--- src/rtl/video_capture_if.sv ---
// Video-in / pixel-memory-out signal bundle for video_capture.
// The source drives it through master; the capture block uses slave.
interface video_capture_if;
  logic [23:0] In_pData;
  logic        In_pVSync;
  logic        In_pHSync;
  logic        In_pVDE;
  logic        Mem_Write;
  logic [18:0] Mem_Addr;
  logic [11:0] Mem_Data;

  modport master (
    output In_pData, In_pVSync, In_pHSync, In_pVDE,
    input  Mem_Write, Mem_Addr, Mem_Data
  );

  modport slave (
    input  In_pData, In_pVSync, In_pHSync, In_pVDE,
    output Mem_Write, Mem_Addr, Mem_Data
  );
endinterface

--- src/rtl/video_capture.sv ---
// Frame grabber: RGB888 video in, RGB444 linear pixel writes out, one-cycle latency, no backpressure.
// Define VCAP_MEAS_EN to build the frame/line timing measurement counters; otherwise Meas_* read 0.
module video_capture #(
  parameter int H_ACTIVE = 640,
  parameter int V_ACTIVE = 480
) (
  input  logic                clk,
  input  logic                rstn,
  video_capture_if.slave      bus,
  input  logic                Capture_En,
  output logic                Frame_Done,
  output logic                Frame_Err,
  output logic                Overflow,
  output logic [31:0]         Meas_Frame_Clocks,
  output logic [15:0]         Meas_Line_Pixels,
  output logic [15:0]         Meas_Lines
);

  localparam int TOTAL = H_ACTIVE * V_ACTIVE;

  typedef enum logic [1:0] {IDLE, ARM, CAPTURE} state_t;

  logic [23:0] pix_q;
  logic        vs_q, hs_q, vde_q;
  logic        vs_prev_q, vde_prev_q;
  state_t      state_q, state_d;
  logic [18:0] addr_q, addr_d;
  logic [19:0] pix_cnt_q, pix_cnt_d;
  logic        done_q, done_d;
  logic        err_q, err_d;
  logic        ovf_q, ovf_d;
  logic        mem_write;
  logic [11:0] mem_data;
  logic        fs;
  logic        unused_sig;

  assign fs = vs_prev_q & ~vs_q;

  always_ff @(posedge clk or negedge rstn) begin
    if (!rstn) begin
      pix_q      <= '0;
      vs_q       <= 1'b1;
      hs_q       <= 1'b1;
      vde_q      <= 1'b0;
      vs_prev_q  <= 1'b1;
      vde_prev_q <= 1'b0;
      state_q    <= IDLE;
      addr_q     <= '0;
      pix_cnt_q  <= '0;
      done_q     <= 1'b0;
      err_q      <= 1'b0;
      ovf_q      <= 1'b0;
    end else begin
      pix_q      <= bus.In_pData;
      vs_q       <= bus.In_pVSync;
      hs_q       <= bus.In_pHSync;
      vde_q      <= bus.In_pVDE;
      vs_prev_q  <= vs_q;
      vde_prev_q <= vde_q;
      state_q    <= state_d;
      addr_q     <= addr_d;
      pix_cnt_q  <= pix_cnt_d;
      done_q     <= done_d;
      err_q      <= err_d;
      ovf_q      <= ovf_d;
    end
  end

  always_comb begin
    state_d   = state_q;
    addr_d    = addr_q;
    pix_cnt_d = pix_cnt_q;
    done_d    = 1'b0;
    err_d     = err_q;
    ovf_d     = ovf_q;
    mem_write = 1'b0;
    mem_data  = '0;
    case (state_q)
      IDLE: begin
        if (Capture_En) begin
          state_d = ARM;
          ovf_d   = 1'b0;
        end
      end
      ARM: begin
        if (!Capture_En) begin
          state_d = IDLE;
        end else if (fs) begin
          state_d   = CAPTURE;
          addr_d    = '0;
          pix_cnt_d = '0;
        end
      end
      CAPTURE: begin
        mem_data = {pix_q[23:20], pix_q[15:12], pix_q[7:4]};
        if (fs) begin
          // Capture_En is only sampled here, so a dropped enable lets the frame finish.
          done_d    = 1'b1;
          err_d     = (pix_cnt_q != 20'(TOTAL));
          addr_d    = '0;
          pix_cnt_d = '0;
          if (!Capture_En) state_d = IDLE;
        end else if (vde_q) begin
          if (pix_cnt_q != '1) pix_cnt_d = pix_cnt_q + 20'd1;
          if (addr_q == 19'(TOTAL)) begin
            ovf_d = 1'b1;
          end else begin
            mem_write = 1'b1;
            addr_d    = addr_q + 19'd1;
          end
        end
      end
      default: state_d = IDLE;
    endcase
  end

  assign bus.Mem_Write = mem_write;
  assign bus.Mem_Addr  = addr_q;
  assign bus.Mem_Data  = mem_data;
  assign Frame_Done    = done_q;
  assign Frame_Err     = err_q;
  assign Overflow      = ovf_q;

`ifdef VCAP_MEAS_EN
  logic [31:0] fclk_cnt_q, fclk_cnt_d, meas_fclk_q, meas_fclk_d;
  logic [15:0] lpix_cnt_q, lpix_cnt_d, meas_lpix_q, meas_lpix_d;
  logic [15:0] lines_cnt_q, lines_cnt_d, meas_lines_q, meas_lines_d;
  logic        line_end, line_rise;

  assign line_end  = vde_prev_q & ~vde_q;
  assign line_rise = vde_q & ~vde_prev_q;

  always_comb begin
    fclk_cnt_d   = (fclk_cnt_q == '1) ? fclk_cnt_q : fclk_cnt_q + 32'd1;
    lpix_cnt_d   = '0;
    lines_cnt_d  = lines_cnt_q;
    meas_fclk_d  = meas_fclk_q;
    meas_lpix_d  = meas_lpix_q;
    meas_lines_d = meas_lines_q;
    if (vde_q) lpix_cnt_d = (lpix_cnt_q == '1) ? lpix_cnt_q : lpix_cnt_q + 16'd1;
    if (line_rise && lines_cnt_q != '1) lines_cnt_d = lines_cnt_q + 16'd1;
    if (line_end) meas_lpix_d = lpix_cnt_q;
    // The FS cycle itself is clock 1 of the new frame.
    if (fs) begin
      meas_fclk_d  = fclk_cnt_q;
      fclk_cnt_d   = 32'd1;
      meas_lines_d = lines_cnt_q;
      lines_cnt_d  = {15'd0, line_rise};
    end
  end

  always_ff @(posedge clk or negedge rstn) begin
    if (!rstn) begin
      fclk_cnt_q   <= '0;
      lpix_cnt_q   <= '0;
      lines_cnt_q  <= '0;
      meas_fclk_q  <= '0;
      meas_lpix_q  <= '0;
      meas_lines_q <= '0;
    end else begin
      fclk_cnt_q   <= fclk_cnt_d;
      lpix_cnt_q   <= lpix_cnt_d;
      lines_cnt_q  <= lines_cnt_d;
      meas_fclk_q  <= meas_fclk_d;
      meas_lpix_q  <= meas_lpix_d;
      meas_lines_q <= meas_lines_d;
    end
  end

  assign Meas_Frame_Clocks = meas_fclk_q;
  assign Meas_Line_Pixels  = meas_lpix_q;
  assign Meas_Lines        = meas_lines_q;
`else
  assign Meas_Frame_Clocks = '0;
  assign Meas_Line_Pixels  = '0;
  assign Meas_Lines        = '0;
`endif

  // HSync and the low colour nibbles are registered but carry no decision.
  assign unused_sig = ^{hs_q, vde_prev_q, pix_q[19:16], pix_q[11:8], pix_q[3:0]};

endmodule

--- src/flat_wrapper.sv ---
// flat-port wrapper written by rule: the top's interface ports become plain ports
module video_capture_flat 
#(
  parameter int H_ACTIVE = 640,
  parameter int V_ACTIVE = 480
)
  (clk, rstn, Capture_En, Frame_Done, Frame_Err, Overflow, Meas_Frame_Clocks, Meas_Line_Pixels, Meas_Lines, bus_In_pData, bus_In_pVSync, bus_In_pHSync, bus_In_pVDE, bus_Mem_Write, bus_Mem_Addr, bus_Mem_Data);
  video_capture_if bus_i ();
  input  logic clk;
  input  logic rstn;
  input  logic Capture_En;
  output logic Frame_Done;
  output logic Frame_Err;
  output logic Overflow;
  output logic [31:0] Meas_Frame_Clocks;
  output logic [15:0] Meas_Line_Pixels;
  output logic [15:0] Meas_Lines;
  input wire logic [$bits(bus_i.In_pData)-1:0] bus_In_pData;
  input wire logic [$bits(bus_i.In_pVSync)-1:0] bus_In_pVSync;
  input wire logic [$bits(bus_i.In_pHSync)-1:0] bus_In_pHSync;
  input wire logic [$bits(bus_i.In_pVDE)-1:0] bus_In_pVDE;
  output wire logic [$bits(bus_i.Mem_Write)-1:0] bus_Mem_Write;
  output wire logic [$bits(bus_i.Mem_Addr)-1:0] bus_Mem_Addr;
  output wire logic [$bits(bus_i.Mem_Data)-1:0] bus_Mem_Data;
  assign bus_i.In_pData = bus_In_pData;
  assign bus_i.In_pVSync = bus_In_pVSync;
  assign bus_i.In_pHSync = bus_In_pHSync;
  assign bus_i.In_pVDE = bus_In_pVDE;
  assign bus_Mem_Write = bus_i.Mem_Write;
  assign bus_Mem_Addr = bus_i.Mem_Addr;
  assign bus_Mem_Data = bus_i.Mem_Data;
  video_capture #(.H_ACTIVE(H_ACTIVE), .V_ACTIVE(V_ACTIVE)) u_core (.clk(clk), .rstn(rstn), .bus(bus_i), .Capture_En(Capture_En), .Frame_Done(Frame_Done), .Frame_Err(Frame_Err), .Overflow(Overflow), .Meas_Frame_Clocks(Meas_Frame_Clocks), .Meas_Line_Pixels(Meas_Line_Pixels), .Meas_Lines(Meas_Lines));
endmodule
--- config.mk ---
export PLATFORM = sky130hd
export DESIGN_NAME = video_capture_flat
export DESIGN_NICKNAME = d
export VERILOG_FILES = /design/src/rtl/video_capture_if.sv /design/src/rtl/video_capture.sv /design/src/flat_wrapper.sv
export SDC_FILE = /design/constraint.sdc
export NUM_CORES = 1
export LEC_CHECK = 0
export CAP_MARGIN = 20
export CORE_MARGIN = 2
export CORE_UTILIZATION = 45
export DETAILED_ROUTE_END_ITERATION = 10
export HOLD_SLACK_MARGIN = 0.1
export PLACE_DENSITY = 0.78
export SYNTH_ARGS = -nofsm -noshare
export SYNTH_HDL_FRONTEND = slang
export SYNTH_SLANG_ARGS = --single-unit
--- constraint.sdc ---
create_clock -name clk -period 3.9 [get_ports clk]
set_input_delay 0.39 -clock clk [delete_from_list [all_inputs] [get_ports clk]]
set_output_delay 0.39 -clock clk [all_outputs]
set_load 0.01 [all_outputs]
==> results of run 1 <==
-- cells in the mapped netlist, types with 2 or more instances --
cell type / n / area [um^2]
dfrtp_1: 57 / 1430
nor2_1: 11 / 41.3
o211ai_1: 4 / 30.0
a31oi_1: 4 / 25.0
nand2_1: 36 / 135
and2_1: 13 / 81.3
nor4_1: 9 / 56.3
or3_1: 11 / 68.8
buf_4: 64 / 480
or2_2: 2 / 12.5
nand2b_1: 4 / 25.0
o21ai_0: 29 / 145
nor3_1: 9 / 45.0
nor2b_1: 2 / 12.5
o31ai_1: 9 / 67.6
and3_1: 3 / 18.8
o21bai_1: 2 / 15.0
a21oi_1: 21 / 105
clkbuf_1: 6 / 22.5
or4_1: 7 / 52.6
dfstp_2: 2 / 52.6
ha_1: 4 / 50.1
nand4_1: 6 / 37.5
nand3b_1: 2 / 15.0
nand2_2: 2 / 12.5
o41ai_1: 2 / 17.5
a21o_1: 3 / 22.5
nand3_1: 24 / 120
inv_1: 14 / 52.6
-- final cells by class --
class / instances / area [um^2]
well taps: 99 / 124
repair buffers: 54 / 528
clock inverters: 4 / 25.0
multi-input cells: 302 / 1630
clock buffers: 12 / 155
flip-flops and latches: 59 / 1480
inverters: 15 / 56.3
fillers: 648 / 3340
-- sequential cells by signal, summed over array words and instances (netlist names) --
| register | cells |
|---|---|
| u_core.Frame_Err | 1 |
| u_core.pix_cnt_q | 20 |
| u_core.vde_q | 1 |
| u_core.vs_prev_q | 1 |
| u_core.Overflow | 1 |
| u_core.Frame_Done | 1 |
| u_core.bus.Mem_Addr | 19 |
| u_core.pix_q | 12 |
| u_core.vs_q | 1 |
| u_core.state_q | 2 |
-- logic make-up (layout without fill, tap and decap cells) --
| family | Yosys count | after routing | share of synthesized area, % |
|---|---|---|---|
| xor+xnor | 1 | 1 | 0.256 |
| buf+inv | 85 | 85 | 16.3 |
| compound gates | 83 | 83 | 14.8 |
| other cells | 1 | 64 | 0.109 |
| simple gates | 149 | 149 | 23.6 |
| flops | 59 | 59 | 43.2 |
| fa+ha+maj | 4 | 4 | 1.46 |
| mux | 1 | 1 | 0.292 |
-- stage by stage --
| stage | power (mW) | setup slack, ps | area [um^2] |
|---|---|---|---|
| detailed placement | 1.09 | 1080 | 3810 |
| global route | 1.66 | 514 | 3990 |
| floorplan | 0.965 | 1870 | 3660 |
| finish | 1.58 | 707 | 3990 |
| global placement | 1.07 | 1120 | 3810 |
| CTS | 1.59 | 705 | 3990 |
-- final timing paths --
check                                            start                 endpoint  slack [ps]  cells after the start
max in group asynchronous                         rstn     u_core.pix_cnt_q[19]        2930                      2
worst min-delay path                              rstn          u_core.Overflow         160                      1
worst max-delay path            u_core.bus.Mem_Addr[0]            bus_Mem_Write         710                      7
worst max register to register  u_core.bus.Mem_Addr[0]  u_core.bus.Mem_Addr[12]        1460                      7
min in group clk                           u_core.vs_q         u_core.vs_prev_q         390                      0
worst min register to register             u_core.vs_q         u_core.vs_prev_q         390                      0
-- critical path: stages (launching register included) --
cell	delay [ps]
dfrtp_1	460
inv_1	90
ha_1	130
nor4b_1	210
nand3_1	190
o21bai_1	590
inv_2	240
clkdlybuf4s50_1	540
-- layer usage --
metal | vias up | GRT usage, % | routed length (um)
met1 | 1365 | 23.9 | 3280
met2 | 143 | 29.1 | 3350
met5 | - | 0 | 0
li1 | 1356 | - | -
met4 | 0 | 6.82 | 107
met3 | 10 | 5.15 | 551
-- power groups by stage --
stage	logic, mW	registers [mW]	clock network [mW]
floorplan	0.241	0.725	0
global placement	0.350	0.724	0
detailed placement	0.358	0.728	0
CTS	0.358	0.717	0.517
global route	0.397	0.726	0.541
finish	0.356	0.718	0.508
==> results.tsv, run 1 <==
metric	value	unit
fin_util	54.5	%
rsz0062_at_grt	no	
post-route-min-period	3190	ps
p_int	1.08	mW
drt_first_pass_iters	5	
fp-row-count	31	
ios	129	
coreArea	7330	um^2
dp_cells	529	
status	complete, no violations	
maxCapViolations	0	
grt_pass1_wl	12300	um
antenna_cells	0	
synth_edf_count	0	
ys.flop_type	dfrtp_1	
sw_frac_of_total	31.7	%
layout_common_cells	conb_1 (64), dfrtp_1 (57), clkdlybuf4s50_1 (50), nand2_1 (36), o21ai_0 (29)	
crit_required	3510	ps
place.gp.congestion	0.885	
grt_antenna_before_repair	0	
post_cts_resized	0	
leakage	1.69	nW
syn-cell-area	3430	um^2
post-route-period-util	81.9	%
finalSetupViolCount	0	
yosysSeqAreaShare	43.2	%
worstMarginPinSlew	1080	ps
synth.avg_cell_area	8.95	um^2
wl	7290	um
die-area	8330	um^2
clkPwrFrac	32.1	%
antenna_left	0	
die_h	91.3	um
drt_iter0_markers	221	
async_flop_share	100	%
grt_pass1_vias	2638	
grt_use_total	18.3	%
holdWs	155	ps
wire_per_inst	13.4	um
hold_class	input pin to async pin	
p_per_area	396	nW/um^2
vias	2874	
ys_warn_count	0	
drive_above_1_share	6.73	%
cts_buffers	9	
vdd_drop_max	0.000147	V
htreeDepth	3	
synthDistinctLibCells	50	
setup_tns	0	ps
die-width	91.3	um
cts_tree	done	
syn_inst	383	
crit_arrival	2800	ps
combPwrFrac	22.5	%
area_delta_synth_final	16.5	%
drc	0	
ys_ff_latch	59	
slew_headroom	27.4	%
postCtsSetupBuffers	0	
clock-sinks	59	
finalHoldViolations	0	
overflow	0	
skew	9.31	ps
final_nets	475	
critPathKind	register to primary output	
clk_latency	350	ps
clkTransAtPathRegs	70	ps
initial_core_util	46.7	%
clockBufferDepth	2	
fin_cells	545	
ctsHoldBuffers	0	
layout_commonest_cell	conb_1	
cp_max_fo	10	
power_frac_seq	45.4	%
drv_slew	0	
root_buffer	clkbuf_8	
grt_start_max_net_pins	40	
viasPerCell	5.27	
crit_path_end_kind	primary output	
hpwl	5210	um
max_clock_freq	313	MHz
cp-start-kind	register	
port_buffers	51	
switchingPower	0.502	mW
Power figures use the tool's default switching activity.
==> run 2: changes to the inputs <==
==> constraint.sdc (replaced) <==
create_clock -name clk -period 3.2 [get_ports clk]
set_input_delay 0.32 -clock clk [delete_from_list [all_inputs] [get_ports clk]]
set_output_delay 0.32 -clock clk [all_outputs]
set_load 0.01 [all_outputs]
==> results.tsv, run 2 (synthesized netlist as in run 1, its figures left out) <==
metric	value	unit
status	complete, no violations	
htreeDepth	3	
die-width	91.3	um
grt_antenna_before_repair	0	
largest_reg_flops	20	
whs_path_depth	0	
timing.rr.end	u_core.pix_cnt_q[14]	
clk_latency	340	ps
wl	7270	um
slowest_stage	clkdlybuf4s50_1	
holdWs	380	ps
critPathKind	register to primary output	
drv_slew	0	
drc	0	
cp_max_fo	10	
min_from	u_core.vs_q	
crit_cells	6	
layout_common_cells	conb_1 (64), dfrtp_1 (57), clkdlybuf4s50_1 (50), nand2_1 (36), o21ai_0 (29)	
slew_headroom	53.2	%
worstRegToRegCells	5	
overflow	0	
crit_path_cell_trace	nand2b_1 -> nand3_1 -> o21bai_1 -> buf_4 -> inv_2 -> clkdlybuf4s50_1	
setup_ws	216	ps
root_buffer	clkbuf_8	
leakage	1.72	nW
vias	2854	
antenna_left	0	
drt_iter0_markers	226	
finalHoldViolations	0	
hold_end	u_core.vs_prev_q	
dp_cells	532	
hpwl	5190	um
antenna_cells	0	
grt_start_max_net_pins	31	
wire_per_inst	13.2	um
viasPerCell	5.20	
clkTransAtPathRegs	60	ps
cp_top_family	buffers and inverters	
finalSetupViolCount	0	
max_clock_freq	335	MHz
place.gp.congestion	0.950	
maxCapViolations	0	
grt_pass1_vias	2537	
timing.rr.start	u_core.vs_prev_q	
die-area	8330	um^2
clock-sinks	59	
port_buffers	51	
area_delta_synth_final	17.7	%
worst-path-buf-inv	3	
cts_buffers	9	
rsz0062_at_grt	no	
crit_required	2880	ps
cpPeakStageDelay	570	ps
ios	129	
setup_tns	0	ps
initial_core_util	46.7	%
fin_cells	549	
drt_first_pass_iters	5	
post-route-min-period	2980	ps
place_ws	593	ps
post_cts_resized	0	
cts_tree	done	
coreArea	7330	um^2
fin_total_pwr	1.98	mW
worstMarginPinSlew	695	ps
grt_pass1_wl	12100	um
crit_arrival	2660	ps
post-route-period-util	93.2	%
grt_use_total	18.3	%
fp-row-count	31	
crit_path_end_kind	primary output	
die_h	91.3	um
largest_register	u_core.pix_cnt_q	
clockBufferDepth	2	
hold_class	register to register	
layout_commonest_cell	conb_1	
cp-start-kind	register	
final_nets	479	
vdd_drop_max	0.000231	V
drive_above_1_share	6.67	%
skew	5.64	ps
p_per_area	492	nW/um^2
r2r_slack	860	ps
run 2: cell count changes in the layout (fill, tap and decap cells not counted):
cell           delta
clkbuf_8          -1
buf_4             +3
clkbuf_1          +3
bufinv_16         +1
clkinvlp_4        -2
dlygate4sd3_1     +1
clkinv_2          -1
run 2: cell type report:
type                            instances  area [um^2]
Fill cell                             634         3300
Clock inverter                          2         35.0
Multi-Input combinational cell        302         1630
Timing Repair Buffer                   58          561
Tap cell                               99          124
Clock buffer                           14          153
Sequential cell                        59         1480
Inverter                               15         56.3
run 2: repair_timing:
action | 4_1_cts | 5_1_grt
endpoints found under the hold margin | 27 | 0
buffers inserted | 0 | 0
hold buffers | 1 | 0
run 2: worst max-delay path by stage:
stage                           startpoint                      to  slack (ps)
global route             u_core.state_q[1]           bus_Mem_Write          50
CTS                            u_core.vs_q           bus_Mem_Write         240
floorplan           u_core.bus.Mem_Addr[0]  u_core.bus.Mem_Addr[6]        1170
detailed placement              Capture_En    u_core.pix_cnt_q[14]         590
finish                         u_core.vs_q           bus_Mem_Write         220
global placement               u_core.vs_q           bus_Mem_Write         680
run 2: report_power, final:
part           switching, mW  internal [mW]  leakage (nW)  total, mW
Clock                  0.282          0.381        0.0947      0.663
Combinational          0.245          0.199         0.843      0.444
Sequential            0.0733          0.803         0.778      0.877
Total                  0.600           1.38          1.72       1.98
run 2: stage by stage:
step	utilization (%)	instance area [um^2]
floorplan	-	3660
global placement	52.3	3830
detailed placement	52.3	3830
CTS	55.0	4030
global route	55.0	4030
finish	55.0	4030
run 2: routing by layer:
metal	up-vias	GRT usage, %	routed length [um]
met5	-	0	0
met4	0	8.46	131
met3	12	4.90	511
met2	120	28.1	3410
met1	1362	24.2	3220
li1	1360	-	-
==> run 3: changes to the inputs <==
--- a/config.mk
+++ b/config.mk
@@ -11,6 +11,7 @@
 export DETAILED_ROUTE_END_ITERATION = 10
 export HOLD_SLACK_MARGIN = 0.1
 export PLACE_DENSITY = 0.78
+export SKIP_LAST_GASP = 1
 export SYNTH_ARGS = -nofsm -noshare
 export SYNTH_HDL_FRONTEND = slang
 export SYNTH_SLANG_ARGS = --single-unit
==> results of run 3 <==
No change in the layout: final DEF, timing and power equal those of run 2.
